==> config.mk <==
export PLATFORM = sky130hd
export DESIGN_NAME = lut_eval_seq
export DESIGN_NICKNAME = d
export VERILOG_FILES = /design/src/rtl/lut_eval_pkg.sv /design/src/rtl/lut_eval_cfg.sv /design/src/rtl/lut_eval_seq.sv
export SDC_FILE = /design/constraint.sdc
export NUM_CORES = 1
export LEC_CHECK = 0
export BUFFER_PORTS_ARGS = -buffer_cell sky130_fd_sc_hd__buf_2
export CAP_MARGIN = 20
export CORE_MARGIN = 2
export CORE_UTILIZATION = 61
export DETAILED_ROUTE_END_ITERATION = 8
export GPL_TIMING_DRIVEN = 0
export PLACE_DENSITY = 0.79
export SLEW_MARGIN = 20
export SYNTH_ARGS = -nofsm -noshare
export SYNTH_HDL_FRONTEND = slang
export SYNTH_HIERARCHICAL = 1
export SYNTH_SLANG_ARGS = --single-unit
==> constraint.sdc <==
create_clock -name clk -period 3.45 [get_ports clk]
set_clock_uncertainty 0.1 [all_clocks]
set_input_delay 0.1725 -clock clk [delete_from_list [all_inputs] [get_ports clk]]
set_output_delay 0.1725 -clock clk [all_outputs]
set_load 0.01 [all_outputs]
==> src/rtl/lut_eval_pkg.sv <==
// lut_eval_pkg: shared types and constants for the lut_eval_seq truth-table evaluator.
package lut_eval_pkg;

    localparam int CFG_W = 8;

    typedef enum logic [1:0] {
        IDLE   = 2'd0,
        LOAD   = 2'd1,
        COMMIT = 2'd2
    } cfg_state_e;

    // Config beats per table; N_IN >= 3 keeps the table a whole number of bytes.
    function automatic int calc_nb(input int n_in);
        return (1 << n_in) / CFG_W;
    endfunction

endpackage

==> src/rtl/lut_eval_cfg.sv <==
// lut_eval_cfg: byte-stream table loader with shadow/active tables and atomic commit.
module lut_eval_cfg
    import lut_eval_pkg::*;
#(
    parameter int                   N_IN     = 4,
    parameter logic [(1<<N_IN)-1:0] TT_RESET = '0
) (
    input  logic                   clk,
    input  logic                   rst_n,
    input  logic                   cfg_valid,
    output logic                   cfg_ready,
    input  logic [CFG_W-1:0]       cfg_data,
    input  logic                   cfg_last,
    output logic                   cfg_err,
    output logic [(1<<N_IN)-1:0]   active_tt,
    output logic                   commit_pulse,
    output cfg_state_e             state_dbg
);

    localparam int TT_W  = 1 << N_IN;
    localparam int NB    = calc_nb(N_IN);
    localparam int CNT_W = (NB > 1) ? $clog2(NB) : 1;

    cfg_state_e       state_q, state_d;
    logic [CNT_W-1:0] cnt_q, cnt_d;
    logic [CNT_W-1:0] beat_idx;
    logic [TT_W-1:0]  shadow_q, shadow_d;
    logic [TT_W-1:0]  active_q, active_d;
    logic             err_q, err_d;
    logic             ready_q, ready_d;
    logic             commit_q, commit_d;
    logic             beat_acc;
    logic             at_final;

    always_comb begin
        state_d  = state_q;
        cnt_d    = cnt_q;
        shadow_d = shadow_q;
        active_d = active_q;
        err_d    = 1'b0;
        beat_acc = cfg_valid && ready_q;
        beat_idx = (state_q == IDLE) ? '0 : cnt_q;
        at_final = (beat_idx == CNT_W'(NB - 1));
        case (state_q)
            IDLE, LOAD: begin
                if (beat_acc) begin
                    shadow_d[beat_idx*CFG_W +: CFG_W] = cfg_data;
                    if (cfg_last && at_final) begin
                        state_d = COMMIT;
                        cnt_d   = '0;
                    end else if (cfg_last || at_final) begin
                        // Malformed load: drop the partial shadow, keep the active table.
                        err_d    = 1'b1;
                        shadow_d = active_q;
                        state_d  = IDLE;
                        cnt_d    = '0;
                    end else begin
                        state_d = LOAD;
                        cnt_d   = beat_idx + 1'b1;
                    end
                end
            end
            COMMIT: begin
                active_d = shadow_q;
                state_d  = IDLE;
            end
            default: state_d = IDLE;
        endcase
        ready_d  = (state_d != COMMIT);
        commit_d = (state_d == COMMIT);
    end

    always_ff @(posedge clk or negedge rst_n) begin
        if (!rst_n) begin
            state_q  <= IDLE;
            cnt_q    <= '0;
            shadow_q <= TT_RESET;
            active_q <= TT_RESET;
            err_q    <= 1'b0;
            ready_q  <= 1'b1;
            commit_q <= 1'b0;
        end else begin
            state_q  <= state_d;
            cnt_q    <= cnt_d;
            shadow_q <= shadow_d;
            active_q <= active_d;
            err_q    <= err_d;
            ready_q  <= ready_d;
            commit_q <= commit_d;
        end
    end

    assign cfg_ready    = ready_q;
    assign cfg_err      = err_q;
    assign active_tt    = active_q;
    assign commit_pulse = commit_q;
    assign state_dbg    = state_q;

endmodule

==> src/rtl/lut_eval_seq.sv <==
// lut_eval_seq: N_CH-channel programmable truth-table evaluator with a 2-stage pipeline.
// Define LUT_EVAL_CNT_EN to add the eval_count / load_count statistics ports.
module lut_eval_seq
    import lut_eval_pkg::*;
#(
    parameter int                   N_IN     = 4,
    parameter int                   N_CH     = 1,
    parameter logic [(1<<N_IN)-1:0] TT_RESET = 16'h41A2
) (
    input  logic                   clk,
    input  logic                   rst_n,
    input  logic                   cfg_valid,
    output logic                   cfg_ready,
    input  logic [CFG_W-1:0]       cfg_data,
    input  logic                   cfg_last,
    output logic                   cfg_err,
    input  logic                   in_valid,
    output logic                   in_ready,
    input  logic [N_CH*N_IN-1:0]   in_data,
    output logic                   out_valid,
    input  logic                   out_ready,
    output logic [N_CH-1:0]        out_data,
    output cfg_state_e             cfg_state
`ifdef LUT_EVAL_CNT_EN
    ,
    output logic [31:0]            eval_count,
    output logic [15:0]            load_count
`endif
);

    localparam int TT_W = 1 << N_IN;

    logic [TT_W-1:0] active_tt;
    logic            commit_pulse;

    lut_eval_cfg #(
        .N_IN     (N_IN),
        .TT_RESET (TT_RESET)
    ) u_cfg (
        .clk          (clk),
        .rst_n        (rst_n),
        .cfg_valid    (cfg_valid),
        .cfg_ready    (cfg_ready),
        .cfg_data     (cfg_data),
        .cfg_last     (cfg_last),
        .cfg_err      (cfg_err),
        .active_tt    (active_tt),
        .commit_pulse (commit_pulse),
        .state_dbg    (cfg_state)
    );

    // Every port pair transfers on a cycle where valid && ready are both high;
    // a source holds valid and data stable until that cycle.
    logic            s1_valid_q, s1_valid_d, s2_valid_q, s2_valid_d;
    logic [N_CH-1:0] s1_data_q, s1_data_d, s2_data_q, s2_data_d;
    logic [N_CH-1:0] lookup;
    logic            s2_ready, s1_adv, in_acc;

    always_comb begin
        lookup = '0;
        for (int c = 0; c < N_CH; c++) begin
            lookup[c] = active_tt[in_data[c*N_IN +: N_IN]];
        end
        s2_ready   = !s2_valid_q || out_ready;
        s1_adv     = s1_valid_q && s2_ready;
        in_ready   = !s1_valid_q || s2_ready;
        in_acc     = in_valid && in_ready;
        s1_valid_d = in_acc || (s1_valid_q && !s2_ready);
        s1_data_d  = in_acc ? lookup : s1_data_q;
        s2_valid_d = s2_ready ? s1_valid_q : s2_valid_q;
        s2_data_d  = s1_adv ? s1_data_q : s2_data_q;
    end

    always_ff @(posedge clk or negedge rst_n) begin
        if (!rst_n) begin
            s1_valid_q <= 1'b0;
            s1_data_q  <= '0;
            s2_valid_q <= 1'b0;
            s2_data_q  <= '0;
        end else begin
            s1_valid_q <= s1_valid_d;
            s1_data_q  <= s1_data_d;
            s2_valid_q <= s2_valid_d;
            s2_data_q  <= s2_data_d;
        end
    end

    assign out_valid = s2_valid_q;
    assign out_data  = s2_data_q;

`ifdef LUT_EVAL_CNT_EN
    logic [31:0] eval_count_q, eval_count_d;
    logic [15:0] load_count_q, load_count_d;

    always_comb begin
        eval_count_d = eval_count_q + ((s2_valid_q && out_ready) ? 32'd1 : 32'd0);
        load_count_d = load_count_q + (commit_pulse ? 16'd1 : 16'd0);
    end

    always_ff @(posedge clk or negedge rst_n) begin
        if (!rst_n) begin
            eval_count_q <= '0;
            load_count_q <= '0;
        end else begin
            eval_count_q <= eval_count_d;
            load_count_q <= load_count_d;
        end
    end

    assign eval_count = eval_count_q;
    assign load_count = load_count_q;
`else
    logic unused_commit;
    assign unused_commit = commit_pulse;
`endif

endmodule
==> results of run 1 <==
cell type report:
cell class | count | share of cell area (%)
Inverter | 2 | 0.279
Timing Repair Buffer | 24 | 4.66
Clock buffer | 5 | 2.56
Tap cell | 48 | 2.24
Clock inverter | 3 | 2.56
Multi-Input combinational cell | 139 | 44.8
Sequential cell | 41 | 38.7
Buffer | 20 | 4.19
power groups by stage:
stage	Combinational, mW	Clock (mW)	Sequential (mW)
detailed placement	0.478	0	0.838
CTS	0.485	0.470	0.832
global route	0.535	0.491	0.863
finish	0.488	0.462	0.837
floorplan	0.374	0	0.791
global placement	0.460	0	0.826
critical path: cells and delay by family, from the launching register on:
| kind | cells | cell delay [ns] |
|---|---|---|
| AO/OA/AOI/OAI | 2 | 0.38 |
| buffers and inverters | 2 | 0.53 |
| AND/OR/NAND/NOR | 1 | 0.15 |
| flip-flops | 1 | 0.55 |
routing by layer:
metal / track usage (%) / part of all wire, % / up-vias
met5: 0 / 0 / -
met4: 8.67 / 1.3 / 0
met3: 6.98 / 5.8 / 10
met2: 43.5 / 47 / 69
met1: 39.7 / 46 / 930
li1: - / - / 838
registers in the layout, indices dropped and copies added, names as in the netlist:
name	flops
u_cfg/cfg_ready	1
out_data	1
u_cfg/cnt_q	1
u_cfg/shadow_q	16
s1_data_q	1
out_valid	1
u_cfg/state_dbg	2
s1_valid_q	1
u_cfg/cfg_err	1
u_cfg/active_tt	16
per-stage QoR:
step	instances	total power [mW]	instance area (um2)	util, %	setup slack (ns)
2_1_floorplan	202	1.16	2360	-	1.90
3_3_place_gp	273	1.29	2540	68.8	1.72
3_5_place_dp	273	1.32	2540	68.8	1.69
4_1_cts	282	1.79	2690	72.8	1.68
5_1_grt	282	1.89	2690	72.8	1.50
6_report	282	1.79	2690	72.8	1.61
final timing paths:
kind / start / slack, ns / endpoint
worst max-delay path: u_cfg/cfg_ready / 1.61 / u_cfg/shadow_q[11]
worst min-delay path: in_valid / 0.01 / s1_valid_q
worst max register to register: u_cfg/cfg_ready / 1.61 / u_cfg/shadow_q[11]
worst min register to register: s1_valid_q / 0.40 / out_valid
max in group asynchronous: rst_n / 2.25 / out_valid
min in group asynchronous: rst_n / 0.44 / u_cfg/shadow_q[13]
==> run metrics, run 1 <==
Leakage=1.30 nW; Post-CTS Resized=0; commonest cells after routing, fill and taps aside=buf_2 (31), dfrtp_1 (30), mux2i_1 (18), mux2_2 (18), a211oi_1 (16); Reg area=0.00104 mm2; Routed WL=5680 um; final hold vios=0; R2R depth=5; Mapped Avg Cell Area=11.7 um2; residual DRC count=0; final setup vio count=0; initial antenna violation count=0; DR WL/cell=20.1 um; diodes inserted=0; CP endpoint kind=register; Post-CTS Setup Bufs=0; Hold Crit Depth=2; CTS root buf=clkbuf_8; Flop pwr share=46.8%; Net Sw Power=542 uW; Post-Syn Area=0.00236 mm2; number of global-route vias before repair=1804; total CTS buffers=5; Critical-path top delay cell=dfstp_2; GRT Residual Overflow=0; initial core utilization=64.1%; crit-path max cell delay=0.55 ns; Max Fclk=0.543 GHz; TritonRoute pass-1 iters=5; RSZ-0062 raised after global routing=false; Least-Margin Pin Slew=0.902 ns; die area=0.00439 mm2; Gate power share=27.3%; die height=66.2 um; Die W=66.2 um; core area=0.00369 mm2; fillcell total=259; clock power share=25.9%; # hold bufs at CTS=1; Tmin final=1.84 ns; critical path class=reg2reg; CTS H-tree depth=2; crit path DAT=1.90 ns; area grow syn2layout=13.7%; period utilization=53.4%; multi-input combinational cell area=0.00120 mm2; cells after synthesis=202; hold crit path type=in2reg; fin. max-slew vios=0; critical path launch point type=register; clock sink total=41; clk slew on worst S/H paths=0.08 ns; gpl congestion=0.908; commonest non-fill, non-tap cell in the layout=buf_2; max_cap viols=0; Syn. warnings=6; CTS Buffer Depth=2; relative slew slack=39.8%; nets=251; largest net degree at the start of global routing=42; Ports=25; PortBufs=23; Vias=1847; Clock Latency Late Sink=0.29 ns; Placement Rows=22; cell chain of the critical path=clkbuf_2 -> nand3b_1 -> clkbuf_1 -> a22oi_1 -> o211ai_1; 1st-iter DRT viols=128; worst vdd ir=0.411 mV; crit-path max FO=10; setup TNS=0 ns; Vias per Instance=6.55; CTS tree=built; Net Sw Frac=30.3%; Min Hold Slack=0.0139 ns; CP Data Required Time=3.51 ns; dpl hpwl=3720 um; syn_nets=220; DRT antenna net count=0; share of layout cells above drive strength 1=31.6%; first-pass GRT wire length=9090 um; internal power=1.25 mW; status=complete, no violations; Tot GR Track Use=28.4%; Power Density=666 mW/mm2
Note: power is estimated with default switching activity, not from simulation.
==> inputs of run 2 (changes only) <==
--- a/config.mk
+++ b/config.mk
@@ -5,13 +5,14 @@
 export SDC_FILE = /design/constraint.sdc
 export NUM_CORES = 1
 export LEC_CHECK = 0
+export ABC_AREA = 1
 export BUFFER_PORTS_ARGS = -buffer_cell sky130_fd_sc_hd__buf_2
 export CAP_MARGIN = 20
 export CORE_MARGIN = 2
-export CORE_UTILIZATION = 61
+export CORE_UTILIZATION = 52
 export DETAILED_ROUTE_END_ITERATION = 8
 export GPL_TIMING_DRIVEN = 0
-export PLACE_DENSITY = 0.79
+export PLACE_DENSITY = 0.72
 export SLEW_MARGIN = 20
 export SYNTH_ARGS = -nofsm -noshare
 export SYNTH_HDL_FRONTEND = slang
==> constraint.sdc (replaced) <==
create_clock -name clk -period 1.55 [get_ports clk]
set_clock_uncertainty 0.1 [all_clocks]
set_input_delay 0.0775 -clock clk [delete_from_list [all_inputs] [get_ports clk]]
set_output_delay 0.0775 -clock clk [all_outputs]
set_load 0.01 [all_outputs]
==> run 2 against run 1 <==
Compared with the run above: sequential share of layout area up 1.4 points; cell count up 29%; clock power up 93%.
==> run metrics, run 2 <==
status=complete, no violations; critical path launch point type=register; commonest non-fill, non-tap cell in the layout=nand2_1; Die W=67.9 um; Final Cell Area=0.00260 mm2; Clock Latency Late Sink=0.30 ns; Finished Layout Cells=364; fin. max-slew vios=0; residual DRC count=0; Placement Rows=23; Max Fclk=0.650 GHz; Least-Margin Pin Slew=0.901 ns; core area=0.00397 mm2; max_cap viols=0; Tmin final=1.54 ns; initial antenna violation count=0; Placement Cell Area=0.00229 mm2; met3 GRT Util=5.43%; placed cells=339; area grow syn2layout=22.4%; CP Data Required Time=1.63 ns; Tot GR Track Use=23.0%; cell chain of the critical path=o21ai_4 -> nand2_1 -> buf_4 -> nand2_2 -> nand2_1 -> nand2_1 -> nor2_1; clk slew on worst S/H paths=0.07 ns; final setup vio count=0; Crit path top cell by count=nand2_1; Mapped Avg Cell Area=7.95 um2; Critical-path top delay cell=dfrtp_2; Vias per Instance=4.90; Ports=25; PortBufs=22; gpl congestion=0.788; CTS H-tree depth=2; Min Hold Slack=0.0106 ns; CTS root buf=clkbuf_8; first-pass GRT wire length=7800 um; RSZ-0062 raised after global routing=true; clock sink total=41; period utilization=99.2%; die area=0.00461 mm2; share of layout cells above drive strength 1=27.4%; CTS Buffer Depth=2; reg2reg setup slack=0.01 ns; worst vdd ir=0.965 mV; largest net degree at the start of global routing=42; final hold vios=0; setup TNS=0 ns; DR WL/cell=12.6 um; Tot Pwr=3.67 mW; DRT antenna net count=0; nets=331; CP endpoint kind=register; critical path class=reg2reg; 1st-iter DRT viols=115; dpl hpwl=3150 um; met1 usage=30.1%; GRT Residual Overflow=0; crit path DAT=1.62 ns; cell family with most CP delay=flip-flops; commonest cells after routing, fill and taps aside=nand2_1 (82), inv_1 (38), nand3_1 (37); global route hottest layer=met2; diodes inserted=0; crit-path max cell delay=0.46 ns; Vias=1782; relative slew slack=39.9%; crit-path max FO=10; Buf/Inv on CP=1; Power Density=1410 mW/mm2; hold crit path type=in2reg; cells after synthesis=267; number of global-route vias before repair=1737; CTS tree=built; Syn. warnings=6; initial core utilization=53.4%; GR Util met2=38.7%; Routed WL=4600 um; Leakage=1.37 nW; syn_nets=285; TritonRoute pass-1 iters=4; total CTS buffers=5; die height=67.9 um; Post-Syn Area=0.00212 mm2
-- run 2: worst reg2reg max path, stage by stage (launching register included) --
cell     delay, ns
dfrtp_2       0.46
o21ai_4       0.22
nand2_1       0.10
buf_4         0.19
nand2_2       0.18
nand2_1       0.08
nand2_1       0.06
nor2_1        0.04
-- run 2: what timing repair did --
item,in CTS,in global routing
endpoints found under the setup margin,13,21
endpoints found under the hold margin,40,0
gates resized for setup,4,5
pin swaps,1,1
buffers inserted,3,3
hold buffers,11,0
-- run 2: path summary, 6_finish.rpt --
path / startpoint / to / depth (start not counted)
setup / recovery: u_cfg/state_dbg[1] / u_cfg/shadow_q[15] / 7
hold / removal: cfg_data[7] / u_cfg/shadow_q[15] / 5
setup reg to reg: u_cfg/state_dbg[1] / u_cfg/shadow_q[15] / 7
hold reg to reg: u_cfg/shadow_q[7] / u_cfg/shadow_q[7] / 2
max in group asynchronous: rst_n / u_cfg/state_dbg[1] / 2
min in group asynchronous: rst_n / u_cfg/cfg_err / 2
-- run 2: final cells by class --
type	instances	area, um2
clock inverter	2	37.5
timing repair buffer	39	265
tap	50	62.6
sequential	41	1040
buffer	8	56.3
multi-input combinational	169	863
clock buffer	6	82.6
fill	345	1370
inverter	49	189
-- run 2: layer usage --
layer	vias up	wire, um
met3	5	213
li1	922	-
met4	0	48
met2	39	2170
met1	816	2160
met5	-	0
-- run 2: power breakdown --
part	switching (mW)	internal, mW	leakage [nW]
clock	0.368	0.524	0.0574
combinational	0.550	0.460	0.811
sequential	0.258	1.51	0.497
total	1.18	2.49	1.37
-- run 2: metrics by stage --
step                      worst slack [ns]  utilization, %
after floorplan                     0.0475               -
after global placement              -0.134            57.8
after detailed placement            -0.167            57.8
after CTS                          -0.0190            64.5
after global routing               -0.0735            65.4
final                               0.0123            65.4
